<file path="src/rtl/riscv_ctrl_pkg.sv">
// Shared encodings for the multicycle RV32 control path: FSM states, opcodes,
// datapath select codes and the decoded opcode class.
package riscv_ctrl_pkg;

    typedef enum logic [2:0] {
        ST_FETCH  = 3'd0,
        ST_DECODE = 3'd1,
        ST_EXEC   = 3'd2,
        ST_MEM    = 3'd3,
        ST_WB     = 3'd4,
        ST_TRAP   = 3'd5
    } state_e;

    localparam logic [6:0] OP_R      = 7'b0110011;
    localparam logic [6:0] OP_I      = 7'b0010011;
    localparam logic [6:0] OP_LOAD   = 7'b0000011;
    localparam logic [6:0] OP_STORE  = 7'b0100011;
    localparam logic [6:0] OP_BRANCH = 7'b1100011;
    localparam logic [6:0] OP_JAL    = 7'b1101111;
    localparam logic [6:0] OP_JALR   = 7'b1100111;
    localparam logic [6:0] OP_LUI    = 7'b0110111;
    localparam logic [6:0] OP_AUIPC  = 7'b0010111;

    localparam logic [1:0] ALU_ADD   = 2'b00;
    localparam logic [1:0] ALU_SUB   = 2'b01;
    localparam logic [1:0] ALU_FUNCT = 2'b10;

    localparam logic [1:0] PC_PLUS4  = 2'd0;
    localparam logic [1:0] PC_BRANCH = 2'd1;
    localparam logic [1:0] PC_JUMP   = 2'd2;

    localparam logic [1:0] WB_ALU    = 2'd0;
    localparam logic [1:0] WB_MEM    = 2'd1;
    localparam logic [1:0] WB_PC4    = 2'd2;

    typedef enum logic [3:0] {
        CLS_NONE,
        CLS_R,
        CLS_I,
        CLS_LOAD,
        CLS_STORE,
        CLS_BRANCH,
        CLS_JAL,
        CLS_JALR,
        CLS_LUI,
        CLS_AUIPC
    } op_class_e;

endpackage

</file>
<file path="src/rtl/opcode_classifier.sv">
// Purely combinational opcode decode: maps instruction[6:0] to an opcode class
// and flags anything outside the supported base set as illegal.
module opcode_classifier
    import riscv_ctrl_pkg::*;
(
    input  logic [6:0] opcode_i,
    output op_class_e  class_o,
    output logic       illegal_o
);

    always_comb begin
        class_o   = CLS_NONE;
        illegal_o = 1'b0;
        case (opcode_i)
            OP_R:      class_o = CLS_R;
            OP_I:      class_o = CLS_I;
            OP_LOAD:   class_o = CLS_LOAD;
            OP_STORE:  class_o = CLS_STORE;
            OP_BRANCH: class_o = CLS_BRANCH;
            OP_JAL:    class_o = CLS_JAL;
            OP_JALR:   class_o = CLS_JALR;
            OP_LUI:    class_o = CLS_LUI;
            OP_AUIPC:  class_o = CLS_AUIPC;
            default:   illegal_o = 1'b1;
        endcase
    end

endmodule

</file>
<file path="src/rtl/multicycle_controller.sv">
// Multicycle control FSM: sequences FETCH/DECODE/EXEC/MEM/WB, bounds memory
// waits with a cycle counter and parks in TRAP until reset.
module multicycle_controller
    import riscv_ctrl_pkg::*;
#(
    parameter int unsigned MAX_WAIT = 15
) (
    input  logic       clk,
    input  logic       reset,
    input  logic [6:0] opcode,
    input  logic       mem_ready,
    output logic       mem_req,
    output logic       mem_we,
    output logic       mem_addr_sel,
    output logic       ir_write,
    output logic       pc_write,
    output logic       reg_write,
    output logic [1:0] pc_src,
    output logic [1:0] alu_op,
    output logic       alu_src,
    output logic [1:0] wb_sel,
    output logic       branch_en,
    output logic       instr_done,
    output logic       trap,
    output logic [2:0] state_o
);

    localparam logic [7:0] WAIT_LAST = 8'(MAX_WAIT - 1);

    state_e    state_q, state_d;
    op_class_e class_q, class_d;
    logic [7:0] wait_q, wait_d;

    op_class_e dec_class;
    logic      dec_illegal;
    logic      wait_last;

    opcode_classifier u_classifier (
        .opcode_i  (opcode),
        .class_o   (dec_class),
        .illegal_o (dec_illegal)
    );

    assign wait_last = (wait_q == WAIT_LAST);
    assign state_o   = state_q;

    always_ff @(posedge clk or posedge reset) begin
        if (reset) begin
            state_q <= ST_FETCH;
            class_q <= CLS_NONE;
            wait_q  <= '0;
        end else begin
            state_q <= state_d;
            class_q <= class_d;
            wait_q  <= wait_d;
        end
    end

    // Memory handshake: mem_req stays high from the first FETCH/MEM cycle until
    // the cycle mem_ready is seen high; that cycle completes the access.
    // wait_d falls back to zero on every state change, so entry clears it.
    always_comb begin
        state_d = state_q;
        class_d = class_q;
        wait_d  = '0;
        case (state_q)
            ST_FETCH: begin
                if (mem_ready) begin
                    state_d = ST_DECODE;
                end else if (wait_last) begin
                    state_d = ST_TRAP;
                end else begin
                    wait_d = wait_q + 8'd1;
                end
            end
            ST_DECODE: begin
                class_d = dec_illegal ? CLS_NONE : dec_class;
                state_d = dec_illegal ? ST_TRAP : ST_EXEC;
            end
            ST_EXEC: begin
                case (class_q)
                    CLS_LOAD, CLS_STORE: state_d = ST_MEM;
                    CLS_BRANCH:          state_d = ST_FETCH;
                    default:             state_d = ST_WB;
                endcase
            end
            ST_MEM: begin
                if (mem_ready) begin
                    state_d = (class_q == CLS_STORE) ? ST_FETCH : ST_WB;
                end else if (wait_last) begin
                    state_d = ST_TRAP;
                end else begin
                    wait_d = wait_q + 8'd1;
                end
            end
            ST_WB:   state_d = ST_FETCH;
            ST_TRAP: state_d = ST_TRAP;
            default: state_d = ST_FETCH;
        endcase
    end

    always_comb begin
        mem_req      = 1'b0;
        mem_we       = 1'b0;
        mem_addr_sel = 1'b0;
        ir_write     = 1'b0;
        pc_write     = 1'b0;
        reg_write    = 1'b0;
        pc_src       = PC_PLUS4;
        alu_op       = ALU_ADD;
        alu_src      = 1'b0;
        wb_sel       = WB_ALU;
        branch_en    = 1'b0;
        instr_done   = 1'b0;
        trap         = 1'b0;
        // Reset masks every output so nothing leaks while the state is forced.
        if (!reset) begin
            case (state_q)
                ST_FETCH: begin
                    mem_req = 1'b1;
                    if (mem_ready) begin
                        ir_write = 1'b1;
                        pc_write = 1'b1;
                        pc_src   = PC_PLUS4;
                    end
                end
                ST_EXEC: begin
                    case (class_q)
                        CLS_R: alu_op = ALU_FUNCT;
                        CLS_I: begin
                            alu_op  = ALU_FUNCT;
                            alu_src = 1'b1;
                        end
                        CLS_LOAD, CLS_STORE, CLS_LUI, CLS_AUIPC: begin
                            alu_op  = ALU_ADD;
                            alu_src = 1'b1;
                        end
                        CLS_BRANCH: begin
                            alu_op     = ALU_SUB;
                            branch_en  = 1'b1;
                            pc_src     = PC_BRANCH;
                            instr_done = 1'b1;
                        end
                        CLS_JAL, CLS_JALR: begin
                            pc_write = 1'b1;
                            pc_src   = PC_JUMP;
                        end
                        default: ;
                    endcase
                end
                ST_MEM: begin
                    mem_req      = 1'b1;
                    mem_addr_sel = 1'b1;
                    mem_we       = (class_q == CLS_STORE);
                    instr_done   = mem_ready && (class_q == CLS_STORE);
                end
                ST_WB: begin
                    reg_write  = 1'b1;
                    instr_done = 1'b1;
                    if (class_q == CLS_LOAD) begin
                        wb_sel = WB_MEM;
                    end else if (class_q == CLS_JAL || class_q == CLS_JALR) begin
                        wb_sel = WB_PC4;
                    end
                end
                ST_TRAP: trap = 1'b1;
                default: ;
            endcase
        end
    end

endmodule
</file>
<file path="config.mk">
export PLATFORM = sky130hd
export DESIGN_NAME = multicycle_controller
export DESIGN_NICKNAME = d
export VERILOG_FILES = /design/src/rtl/riscv_ctrl_pkg.sv /design/src/rtl/opcode_classifier.sv /design/src/rtl/multicycle_controller.sv
export SDC_FILE = /design/constraint.sdc
export NUM_CORES = 1
export LEC_CHECK = 0
export BUFFER_PORTS_ARGS = -buffer_cell sky130_fd_sc_hd__buf_2
export CAP_MARGIN = 20
export CELL_PAD_IN_SITES_DETAIL_PLACEMENT = 1
export CELL_PAD_IN_SITES_GLOBAL_PLACEMENT = 1
export CORE_AREA = 2 2 61 63
export DETAILED_ROUTE_END_ITERATION = 10
export DIE_AREA = 0 0 63 65
export PLACE_DENSITY = 0.77
export SYNTH_ARGS = -nofsm -noshare
export SYNTH_HDL_FRONTEND = slang
export SYNTH_HIERARCHICAL = 1
export SYNTH_SLANG_ARGS = --single-unit
</file>
<file path="constraint.sdc">
create_clock -name clk -period 1.61 [get_ports clk]
set_input_delay 0 -clock clk [delete_from_list [all_inputs] [get_ports clk]]
set_output_delay 0 -clock clk [all_outputs]
set_load 0.05 [all_outputs]
</file>
After elaboration in Yosys (flattened, before gate mapping). Cells that the tools add are included.

Add/subtract/negate cells: 1. $mul: 0. Div/mod/pow operators: 0. Order comparisons: 0. Eq/ne operators: 24. Shift-type cells: 0. Mux-type cells: 46. Bitwise logic cells: 0. Reductions and logical operators: 9.

Operators with widths (number): $pmux 4 s9 (1); $mux 8 (3); $mux 1 (22); $eq 7x6->1 const B (3); $eq 7x7->1 const B (3); $eq 4x3->1 const B (4); $mux 2 (8); $mux 3 (5); $pmux 3 s5 (1); $eq 7x5->1 const B (2); $reduce_or 9->1 (1); $add 8x1->8 const B (1); $eq 4x2->1 const B (2); $eq 4x4->1 const B (2); $eq 8x4->1 const B (1); $pmux 2 s2 (2); $reduce_or 2->1 (4); $eq 7x2->1 const B (1); $eq 3x2->1 const B (2); $eq 3x3->1 const B (2); $pmux 3 s2 (1); $reduce_or 5->1 (1); $eq 4x1->1 const B (1); $mux 4 (1); other kinds (6) (6).

Register bits: 15. Latch bits: 0. RAM bits: 0. Memory bits (read-only): 0. Input port bits: 10. Output and inout port bits: 19. Word-level logic and storage cells: 83. Memories kept: 0.

Depth between registers and ports, before layout.
Depth after elaboration: 6. Mapped depth: 6. Mapped depth without buffers: 6.

By module. The synthesis kept the hierarchy.

By module, submodules not included: multicycle_controller (times used 1, cells each 119, area each 977.2 um2, seq. area each 375.4 um2); opcode_classifier (times used 1, cells each 18, area each 128.9 um2, seq. area each 0.0 um2).

Least setup slack after synthesis. No wires, ideal clock.

Path kind: reg2out. Start: reg state_q[0], in the netlist state_o[0]. End: out alu_op[1]. Arrival: 2.776 ns. Data required time: 1.610 ns. Path slack: -1.166 ns. Cell stages (with the launch flop): 4. Path buffers: 0. Cells stage by stage: dfrtp_1 -> nand2b_1 -> or3_1 -> nor4_1.

Word-level cells in the longest chain between the ends: 3.

Ends and longest elaborated chain: start: declaration (line multicycle_controller.sv:30) `state_e state_q, state_d;`; start signal: assignment (line multicycle_controller.sv:53) `state_q <= state_d;`; $eq 3x2->1 (line multicycle_controller.sv:118) `case (state_q)`; $mux 2 (line multicycle_controller.sv:118); $mux 2 (line multicycle_controller.sv:117) `if (!reset) begin`; end: declaration (line multicycle_controller.sv:19) `output logic [1:0] alu_op,`.

No other way between the ends.

Worst setup path in the final report. Ends and elaborated chain as after synthesis.

==> results by group <==
Outcome
  • Failing checks: negative setup slack
  • Status: complete, but fails checks

Critical path
  • Max incr delay on CP: 440 ps
  • CP Capture Type: primary output
  • WP data required: 1610 ps
  • Delay-heaviest family, CP: simple AND/OR/NAND/NOR gates
  • Critical Path AT: 1620 ps
  • Critical path fanouts, max: 5
  • Worst path slowest cell: dfrtp_2
  • CP Cell Sequence: nand2b_4 -> or3_4 -> nor4_4 -> buf_6
  • CP startpoint kind: register
  • CP bufs+invs: 1
  • CP Class: register to primary output

Floorplan
  • Std-Cell Rows: 22
  • Die area: 4100 um^2
  • Core ar.: 3500 um^2
  • Die Wd: 63 um
  • Starting Density: 31.6%
  • Die Y: 65 um
  • Top-Level Pins: 29

Cells and area
  • Leading cell type in the layout, fill and taps excluded: nor2_1
  • Antenna cells: 0
  • Ratio of cells with drive above 1 in the final layout: 40.1%
  • Layout overhead on the synthesized area: 40.0%
  • Non-Filler Instances: 225
  • # fillers: 423
  • Nets: 190
  • Commonest non-fill, non-tap cells in the layout: nor2_1 (17), buf_2 (15), buf_4 (13)

Global routing
  • First-pass GRT wire length: 5260 um
  • GR Overflow Total: 0
  • Largest net degree at the start of global routing: 12
  • Vias in the first global route: 1176
  • Initial antenna violation count: 0
  • Total GRT Usage: 15.7%

Drt
  • Via density: 5.01
  • Routed len/inst: 13.9 um
  • DRT Pass-1 Iters: 4
  • Routed WL: 3120 um
  • Number of nets with antenna violations after routing: 0
  • DR DRC count: 0
  • First DRT Iteration DRCs: 48
  • Vias: 1127

STA
  • Hold Vio Cnt, Final: 0
  • Final setup viols: 1
  • RSZ-0062 raised after global routing: true
  • Slew HR: 82.0%
  • Worst Max-Slew Pin Slew: 269 ps
  • Setup TNS: -9.43 ps
  • Period Utilization, post-route: 101%
  • Fmax: 0.618 GHz
  • Fin worst setup slack: -9.43 ps
  • Min Clock Period, post-route: 1620 ps
  • Slew Viols, Final: 0
  • Worst Clk Skew: 7.27 ps

Clocking
  • CTS max path bufs: 2
  • Clk pin slew, worst setup/hold paths: 90 ps
  • CTS sink cnt: 15
  • Num CTS Buffers: 3
  • CTS Root Cell: clkbuf_4
  • Clk Latency, worst-skew pair: 270 ps
  • CTS tree: done
  • Max H-tree Level: 1

Placed design
  • Post-DP HPWL: 2490 um
  • Dpl cells: 215
  • Gp weighted congestion: 0.822
  • # port buffers: 28

Pwr
  • LEAKAGE: 0.638 nW
  • Pwr dens: 866 nW/um^2
  • Peak VDD IR: 0.269 mV

Yosys
  • Post-Syn Nets: 149
  • Number of synthesized register bits: 15
  • Post-synthesis mux area share: 1.81%
  • Compound-Gate Fraction of Synth Area: 9.95%
  • Synth Instances: 137
  • Mapped Avg Cell Area: 8.07 um^2
  • Sequential area share after synthesis: 33.9%
  • Mapped Area: 1110 um^2
  • Post-synth ARST share: 100%
  • Xor/xnor share of the synthesized area: 6.33%
  • YS warnings: 6
  • Top_reg_cell synth: dfrtp_1
  • Number of synthesized flops with an enable pin: 0
  • Adder-cell share of the synthesized area: 2.26%
  • Unique cell type count in the Yosys netlist: 37
  • Largest family of logic cells by synthesized area: simple AND/OR/NAND/NOR gates
  • Synth Area in Simple Gates: 41.3%

Worst hold path
  • Worst min-delay path class: input port to register

Flow run
  • Max Cap Violations: 0
## worst register-to-register path: cells and delay by family (launching register included)
| family | cells | cell delay, ps |
|---|---|---|
| fa+ha+maj | 1 | 210 |
| flops | 1 | 430 |
| simple gates | 3 | 810 |
## state kept, by name, indices dropped and copies added (netlist names)
register	flops
class_q	4
state_o	3
wait_q	8
## timing repair
item | 4_1_cts | 5_1_grt
setup endpoints to repair | 8 | 22
gates resized for setup | 10 | 16
buffers inserted | 2 | 3
pin swaps | 0 | 2
hold buffers | 1 | 0
cloned | 0 | 0
hold endpoints to repair | 15 | 0
## metrics by stage
stage	setup WS (ps)	hold slack, ps	total power, W	utilization (%)	instance area [um^2]
floorplan	-48.3	-82.2	0.000921	-	1180
global placement	112	-32.6	0.00106	40.2	1400
detailed placement	46.4	-26.2	0.00107	40.2	1400
CTS	-28.5	68.8	0.00132	42.4	1480
global route	-129	96.4	0.00144	44.3	1550
finish	-9.43	63.6	0.00134	44.3	1550
## cell type report
class	instances	area (um^2)	share of cell area, %
clock buffer	4	26.3	1.70
inverter	5	18.8	1.21
multi-input combinational	112	763	49.3
sequential	15	382	24.6
tap	48	60.1	3.88
timing repair buffer	41	299	19.3
## routing by layer
layer  track usage, %  routed length, um
met5                0                  0
met2             28.7               1710
met3             2.08                103
met4             5.83                  5
met1             18.6               1300
## path summary, 6_finish.rpt
| kind | start | to | slack, ps | cells after the start |
|---|---|---|---|---|
| hold reg to reg | wait_q[7]$_DFF_PP0_ | wait_q[7]$_DFF_PP0_ | 560 | 2 |
| setup / recovery | state_o[0]$_DFF_PP0_ | alu_op[1] | -9 | 4 |
| max in group asynchronous | reset | class_q[3]$_DFFE_PP0N_ | 1000 | 4 |
| min in group asynchronous | reset | state_o[1]$_DFF_PP0_ | 230 | 3 |
| hold / removal | opcode[3] | class_q[0]$_DFFE_PP0N_ | 60 | 4 |
| setup reg to reg | wait_q[1]$_DFF_PP0_ | wait_q[0]$_DFF_PP0_ | 100 | 4 |
## kinds of logic after synthesis
logic type	after synthesis
xor+xnor	8
flops	15
buf+inv	10
compound gates	17
mux	2
fa+ha+maj	2
simple gates	83
## synthesized netlist by cell type (all sizes together), types with 4 or more instances
| cell type | n | area share, % |
|---|---|---|
| xor2 | 5 | 4.0 |
| nor2b | 4 | 2.3 |
| nand2 | 12 | 4.1 |
| nor3 | 4 | 1.8 |
| nand3 | 9 | 4.1 |
| nand4 | 4 | 2.3 |
| nand2b | 9 | 5.1 |
| dfrtp | 15 | 34 |
| o21ai | 8 | 3.6 |
| nor2 | 21 | 7.1 |
| inv | 5 | 1.7 |
## power breakdown
group	total (W)	internal (W)	leakage, nW	switching (W)
Clock	0.000204	0.0000959	0.0150	0.000108
Sequential	0.000469	0.000414	0.197	0.0000555
Combinational	0.000668	0.000220	0.427	0.000448
Total	0.00134	0.000730	0.638	0.000612
(Power assumes the default switching activity.)
